--- src/rtl/counter_wrap_monitor_pkg.sv ---
// counter_monitor_pkg: event kinds and shared widths for the counter wrap monitor
package counter_monitor_pkg;
    typedef enum logic [1:0] {
        KIND_NONE   = 2'b00,
        KIND_WRAP   = 2'b01,
        KIND_RESET  = 2'b10,
        KIND_GLITCH = 2'b11
    } evt_kind_e;
    localparam int WRAP_TOTAL_W = 8;
endpackage

--- src/rtl/counter_wrap_monitor_if.sv ---
// counter_wrap_monitor_if: valid/ready event stream from the monitor to its consumer
interface counter_wrap_monitor_if
    import counter_monitor_pkg::*;
#(
    parameter int StampWidth = 16
);
    logic                  evt_valid;
    logic                  evt_ready;
    evt_kind_e             evt_kind;
    logic [StampWidth-1:0] evt_stamp;
    modport master (output evt_valid, output evt_kind, output evt_stamp, input evt_ready);
    modport slave  (input evt_valid, input evt_kind, input evt_stamp, output evt_ready);
endinterface

--- src/rtl/counter_event_fifo.sv ---
// counter_event_fifo: synchronous FIFO that accepts a push on a full edge when a pop frees a slot
module counter_event_fifo #(
    parameter int Width = 18,
    parameter int Depth = 4
) (
    input  logic             clock,
    input  logic             reset,
    input  logic             i_push,
    input  logic [Width-1:0] i_data,
    input  logic             i_pop,
    output logic [Width-1:0] o_data,
    output logic             o_full,
    output logic             o_empty
);
    localparam int AW = $clog2(Depth);
    logic [AW:0]      r_wr_ptr;
    logic [AW:0]      r_rd_ptr;
    logic [Width-1:0] r_mem [Depth];
    logic             w_push;
    logic             w_pop;
    assign o_empty = r_wr_ptr == r_rd_ptr;
    assign o_full  = (r_wr_ptr[AW] != r_rd_ptr[AW]) && (r_wr_ptr[AW-1:0] == r_rd_ptr[AW-1:0]);
    assign w_pop   = i_pop && !o_empty;
    assign w_push  = i_push && (!o_full || w_pop);
    assign o_data  = o_empty ? '0 : r_mem[r_rd_ptr[AW-1:0]];
    // Pointers advance on accepted push/pop; reset empties the queue
    always_ff @(posedge clock) begin
        if (!reset) begin
            r_wr_ptr <= '0;
            r_rd_ptr <= '0;
        end else begin
            if (w_push) r_wr_ptr <= r_wr_ptr + 1'b1;
            if (w_pop) r_rd_ptr <= r_rd_ptr + 1'b1;
        end
    end
    // Storage needs no reset: empty masks the head
    always_ff @(posedge clock) begin
        if (w_push) r_mem[r_wr_ptr[AW-1:0]] <= i_data;
    end
endmodule

--- src/rtl/counter_wrap_monitor.sv ---
// counter_wrap_monitor: classifies count transitions and queues timestamped wrap/reset/glitch events
module counter_wrap_monitor
    import counter_monitor_pkg::*;
#(
    parameter int Size       = 5,
    parameter int Depth      = 4,
    parameter int StampWidth = 16
) (
    input  logic                      clock,
    input  logic                      reset,
    input  logic [Size-1:0]           count,
    input  logic                      enable,
    counter_wrap_monitor_if.master    evt,
    output logic [WRAP_TOTAL_W-1:0]   wrap_total,
    output logic                      overflow
);
    localparam logic [Size-1:0] MAX = '1;
    logic [Size-1:0]       r_prev;
    logic                  r_prev_valid;
    logic [StampWidth-1:0] r_stamp;
    logic [WRAP_TOTAL_W-1:0] r_wrap_total;
    logic                  r_overflow;
    evt_kind_e             w_kind;
    logic                  w_push;
    logic                  w_pop;
    logic                  w_full;
    logic                  w_empty;
    logic [StampWidth+1:0] w_head;
    // Classify the transition from the previous sample to the current count
    always_comb begin
        w_kind = KIND_NONE;
        if (enable && r_prev_valid)
            w_kind = (r_prev == MAX && count == '0) ? KIND_WRAP :
                     (count == r_prev || count == r_prev + 1'b1) ? KIND_NONE :
                     (count == '0) ? KIND_RESET : KIND_GLITCH;
    end
    assign w_push = w_kind != KIND_NONE;
    assign w_pop  = evt.evt_valid && evt.evt_ready;
    counter_event_fifo #(
        .Width (StampWidth + 2),
        .Depth (Depth)
    ) u_fifo (
        .clock   (clock),
        .reset   (reset),
        .i_push  (w_push),
        .i_data  ({w_kind, r_stamp}),
        .i_pop   (evt.evt_ready),
        .o_data  (w_head),
        .o_full  (w_full),
        .o_empty (w_empty)
    );
    assign evt.evt_valid = !w_empty;
    assign evt.evt_kind  = evt_kind_e'(w_head[StampWidth+1:StampWidth]);
    assign evt.evt_stamp = w_head[StampWidth-1:0];
    assign wrap_total    = r_wrap_total;
    assign overflow      = r_overflow;
    // Free-running cycle stamp; an event carries the value held before its edge
    always_ff @(posedge clock) begin
        if (!reset) r_stamp <= '0;
        else r_stamp <= r_stamp + 1'b1;
    end
    // Previous-sample tracking; disabling drops the history so re-enable re-primes
    always_ff @(posedge clock) begin
        if (!reset) begin
            r_prev       <= '0;
            r_prev_valid <= 1'b0;
        end else begin
            r_prev       <= enable ? count : r_prev;
            r_prev_valid <= enable;
        end
    end
    // Saturating wrap tally and sticky drop flag
    always_ff @(posedge clock) begin
        if (!reset) begin
            r_wrap_total <= '0;
            r_overflow   <= 1'b0;
        end else begin
            if (w_kind == KIND_WRAP && r_wrap_total != '1) r_wrap_total <= r_wrap_total + 1'b1;
            if (w_push && w_full && !w_pop) r_overflow <= 1'b1;
        end
    end
endmodule

--- src/flat_wrapper.sv ---
// flat-port wrapper written by rule: the top's interface ports become plain ports
module counter_wrap_monitor_flat import counter_monitor_pkg::*;
#(
    parameter int Size       = 5,
    parameter int Depth      = 4,
    parameter int StampWidth = 16
)
  (clock, reset, count, enable, wrap_total, overflow, evt_evt_valid, evt_evt_kind, evt_evt_stamp, evt_evt_ready);
  counter_wrap_monitor_if #(.StampWidth(StampWidth)) evt_i ();
  input  logic clock;
  input  logic reset;
  input  logic [Size-1:0] count;
  input  logic enable;
  output logic [WRAP_TOTAL_W-1:0] wrap_total;
  output logic overflow;
  output wire logic [$bits(evt_i.evt_valid)-1:0] evt_evt_valid;
  output wire logic [$bits(evt_i.evt_kind)-1:0] evt_evt_kind;
  output wire logic [$bits(evt_i.evt_stamp)-1:0] evt_evt_stamp;
  input wire logic [$bits(evt_i.evt_ready)-1:0] evt_evt_ready;
  assign evt_evt_valid = evt_i.evt_valid;
  assign evt_evt_kind = evt_i.evt_kind;
  assign evt_evt_stamp = evt_i.evt_stamp;
  assign evt_i.evt_ready = evt_evt_ready;
  counter_wrap_monitor #(.Size(Size), .Depth(Depth), .StampWidth(StampWidth)) u_core (.clock(clock), .reset(reset), .count(count), .enable(enable), .evt(evt_i), .wrap_total(wrap_total), .overflow(overflow));
endmodule
--- config.mk ---
export PLATFORM = sky130hd
export DESIGN_NAME = counter_wrap_monitor_flat
export DESIGN_NICKNAME = d
export VERILOG_FILES = /design/src/rtl/counter_wrap_monitor_pkg.sv /design/src/rtl/counter_wrap_monitor_if.sv /design/src/rtl/counter_event_fifo.sv /design/src/rtl/counter_wrap_monitor.sv /design/src/flat_wrapper.sv
export SDC_FILE = /design/constraint.sdc
export NUM_CORES = 1
export LEC_CHECK = 0
export CAP_MARGIN = 40
export CORE_UTILIZATION = 52
export DETAILED_ROUTE_END_ITERATION = 10
export GPL_ROUTABILITY_DRIVEN = 0
export PLACE_DENSITY = 0.84
export SYNTH_ARGS = -nofsm -noshare
export SYNTH_HDL_FRONTEND = slang
export SYNTH_SLANG_ARGS = --single-unit
--- constraint.sdc ---
create_clock -name clock -period 3.8 [get_ports clock]
set_clock_uncertainty 0.1 [all_clocks]
set_input_delay 0.95 -clock clock [delete_from_list [all_inputs] [get_ports clock]]
set_output_delay 0.95 -clock clock [all_outputs]
set_load 0.05 [all_outputs]
==> impl_metrics.env <==
export IMPL_syn_to_final_growth_pct=17.6
export IMPL_clk_pin_slew_ns=0.10
export IMPL_max_freq_mhz=282
export IMPL_min_path_type="reg -> reg"
export IMPL_hold_start="u_core.u_fifo.r_wr_ptr[2]$_SDFFE_PN0P_"
export IMPL_tightest_slew_ns=0.602
export IMPL_status="finished clean"
export IMPL_vias=2671
export IMPL_maxCapViolations=0
export IMPL_num_io_pins=37
export IMPL_cp_cell_sequence="mux4_2 > and2_1 > clkdlybuf4s50_1"
export IMPL_setup_violations_final=0
export IMPL_die_h_um=96.6
export IMPL_drcViolationCount=0
export IMPL_synth_top_area_cell="edfxtp_1"
export IMPL_rsz0062_at_grt="no"
export IMPL_critPathArrivalTime_ns=2.50
export IMPL_drtAntennaViolNets=0
export IMPL_ys_flop_type="edfxtp_1"
export IMPL_postSynthCellCount=317
export IMPL_num_rows=34
export IMPL_ys_seq_area_share_pct=63.2
export IMPL_grt_max_degree=30
export IMPL_relSlewSlack_pct=59.5
export IMPL_holdWs_ns=0.391
export IMPL_finalCritPeriodShare_pct=93.4
export IMPL_place_hpwl_mm=5.51
export IMPL_vias_per_cell=5.54
export IMPL_grt_ovfl_total=0
export IMPL_grt_pass1_vias=2723
export IMPL_cts_resized_gates=0
export IMPL_clkSinkCount=111
export IMPL_syn_area_mm2=0.00465
export IMPL_critPathMaxStageDelay_ns=0.69
export IMPL_p_leak_nw=2.00
export IMPL_critPathBufInv=1
export IMPL_critPathLaunchType="register"
export IMPL_cts_htree_levels=3
export IMPL_synth_async_reset_ratio_pct=0
export IMPL_dp_cells=466
export IMPL_synth_seq_cells=111
export IMPL_reg2reg_from="u_core.r_prev[0]$_SDFFE_PN0P_"
export IMPL_hold_buffers=0
export IMPL_final_cells=482
export IMPL_ir_drop_v=0.000206
export IMPL_yosysUniqueCellTypes=36
export IMPL_cts_root_buffer="clkbuf_8"
export IMPL_clk_latency_ns=0.37
export IMPL_drive_gt1_share_pct=17.9
export IMPL_nFillCells=644
export IMPL_cts_tree="yes"
export IMPL_worstSetupEndpointType="primary output"
export IMPL_portBuffers=36
export IMPL_diodes=0
export IMPL_die_area_mm2=0.00933
export IMPL_regToRegSetupSlack_ns=0.94
export IMPL_power_density_mw_per_mm2=444
export IMPL_finalSetupTns_ns=0
export IMPL_layout_nets=387
export IMPL_path_class="reg -> out"
export IMPL_crit_path_max_fanout=9
export IMPL_grt_first_pass_wirelength_mm=13.1
export IMPL_critPathTopFamily="flip-flops"
export IMPL_drtIter0Drc=104
export IMPL_period_minus_slack_ns=3.55
export IMPL_drt_wl_total_mm=8.19
export IMPL_gr_usage_all_layers_pct=19.3
export IMPL_yosys_warnings=0
export IMPL_synth_edff_count=72
export IMPL_hold_viol=0
export IMPL_start_util_pct=53.6
export IMPL_slowest_stage="dfxtp_1"
export IMPL_syn_nets=335
export IMPL_synthTopCellsByCount="edfxtp_1 (72), and2_1 (42), dfxtp_1 (39)"
export IMPL_post_cts_setup_buffer_count=0
export IMPL_syn_area_per_cell_um2=14.7
export IMPL_antenna_found_initial=0
export IMPL_synth_area_top_cells="edfxtp_1 (46%), dfxtp_1 (17%), mux4_2 (8.7%), and2_1 (5.6%), xnor2_1 (3.0%)"
export IMPL_routedWlPerCell_um=17.0
export IMPL_design_core_area_mm2=0.00868
export IMPL_die_width_um=96.6
export IMPL_drv_slew=0
export IMPL_synth_top_area_share_pct=46.5
export IMPL_cts_buffers=9
export IMPL_cts_buffer_depth=2
export IMPL_yosysMostFrequentCell="edfxtp_1"
export IMPL_cp_required_ns=2.75
export IMPL_dr_pass1_iters=4
-- kinds of logic (layout without fill, tap and decap cells) --
kind of cell,count (synthesis),after routing,share of synthesized area (%)
AND/OR/NAND/NOR,113,113,14.3
flip-flops,111,111,63.2
XOR/XNOR,33,33,6.53
multiplexers,27,27,10.6
buffers and inverters,14,71,1.32
AO/OA/AOI/OAI,10,10,1.53
adder cells (fa/ha/maj),9,9,2.42
-- per-layer routing --
metal / share of wire [%] / global-route usage [%]
met4: 2.1 / 7.60
met1: 43 / 23.1
met3: 3.8 / 4.46
met5: 0 / 0
met2: 51 / 33.6
-- final timing paths --
kind         depth (start not counted)                                     end
max reg2reg                          9     u_core.u_fifo.r_mem[1][1]$_DFFE_PP_
min                                  2  u_core.u_fifo.r_wr_ptr[2]$_SDFFE_PN0P_
max                                  3                       evt_evt_stamp[13]
min reg2reg                          2  u_core.u_fifo.r_wr_ptr[2]$_SDFFE_PN0P_
-- state kept, by name, summed over array words and instances (netlist names), named ones only --
signal,cells
u_core.r_prev,5
u_core.overflow,1
u_core.wrap_total,8
u_core.u_fifo.r_rd_ptr,3
u_core.r_stamp,16
u_core.u_fifo.r_mem,72
u_core.r_prev_valid,1
u_core.u_fifo.r_wr_ptr,3
-- area by class of cell --
type | count | area (µm²) | area share [%]
multi-input combinational | 192 | 1660 | 30.3
inverter | 2 | 7.51 | 0.137
clock inverter | 6 | 115 | 2.10
tap | 108 | 135 | 2.47
timing repair buffer | 53 | 478 | 8.73
sequential | 111 | 2940 | 53.8
clock buffer | 10 | 138 | 2.51
-- power by group --
group	internal (mW)	total, mW	switching, mW
Sequential	1.29	1.31	0.0206
Combinational	0.110	0.258	0.148
Clock	0.461	0.860	0.399
-- tightest hold or removal path: stages (launching register included) --
cell and delay (ns):
dfxtp_1 0.34, nand2_1 0.06, mux2i_1 0.06
-- per-stage QoR --
stage / power, mW / utilization, % / setup WS [ns] / instance area (µm²)
4_1_cts: 2.45 / 63.1 / 0.209 / 5470
5_1_grt: 2.50 / 63.1 / 0.0988 / 5470
3_3_place_gp: 1.59 / 60.0 / 0.143 / 5210
2_1_floorplan: 1.51 / - / 0.0372 / 4650
6_report: 2.43 / 63.1 / 0.249 / 5470
3_5_place_dp: 1.60 / 60.2 / 0.0191 / 5220
-- layout by cell type (no fill, tap or decap), types with 2 or more instances in the layout --
cell             count
bufinv_16            3
nand4_1              4
and3_1               2
xor2_1              16
clkdlybuf4s50_1     24
nand2b_1             2
nor4_1               3
nor2_1               6
inv_6                2
nor3_1               4
and2_1              42
clkbuf_8            10
buf_4               27
mux4_2              18
or3_1                2
a21boi_0             2
mux2i_1              9
xnor2_1             16
nor3b_1              4
ha_1                 9
inv_1                2
nand2_1             14
nand3_1             15
dfxtp_1             39
edfxtp_1            72
nor2b_1             10
o21ai_0              3
Power figures use the tool's default switching activity.
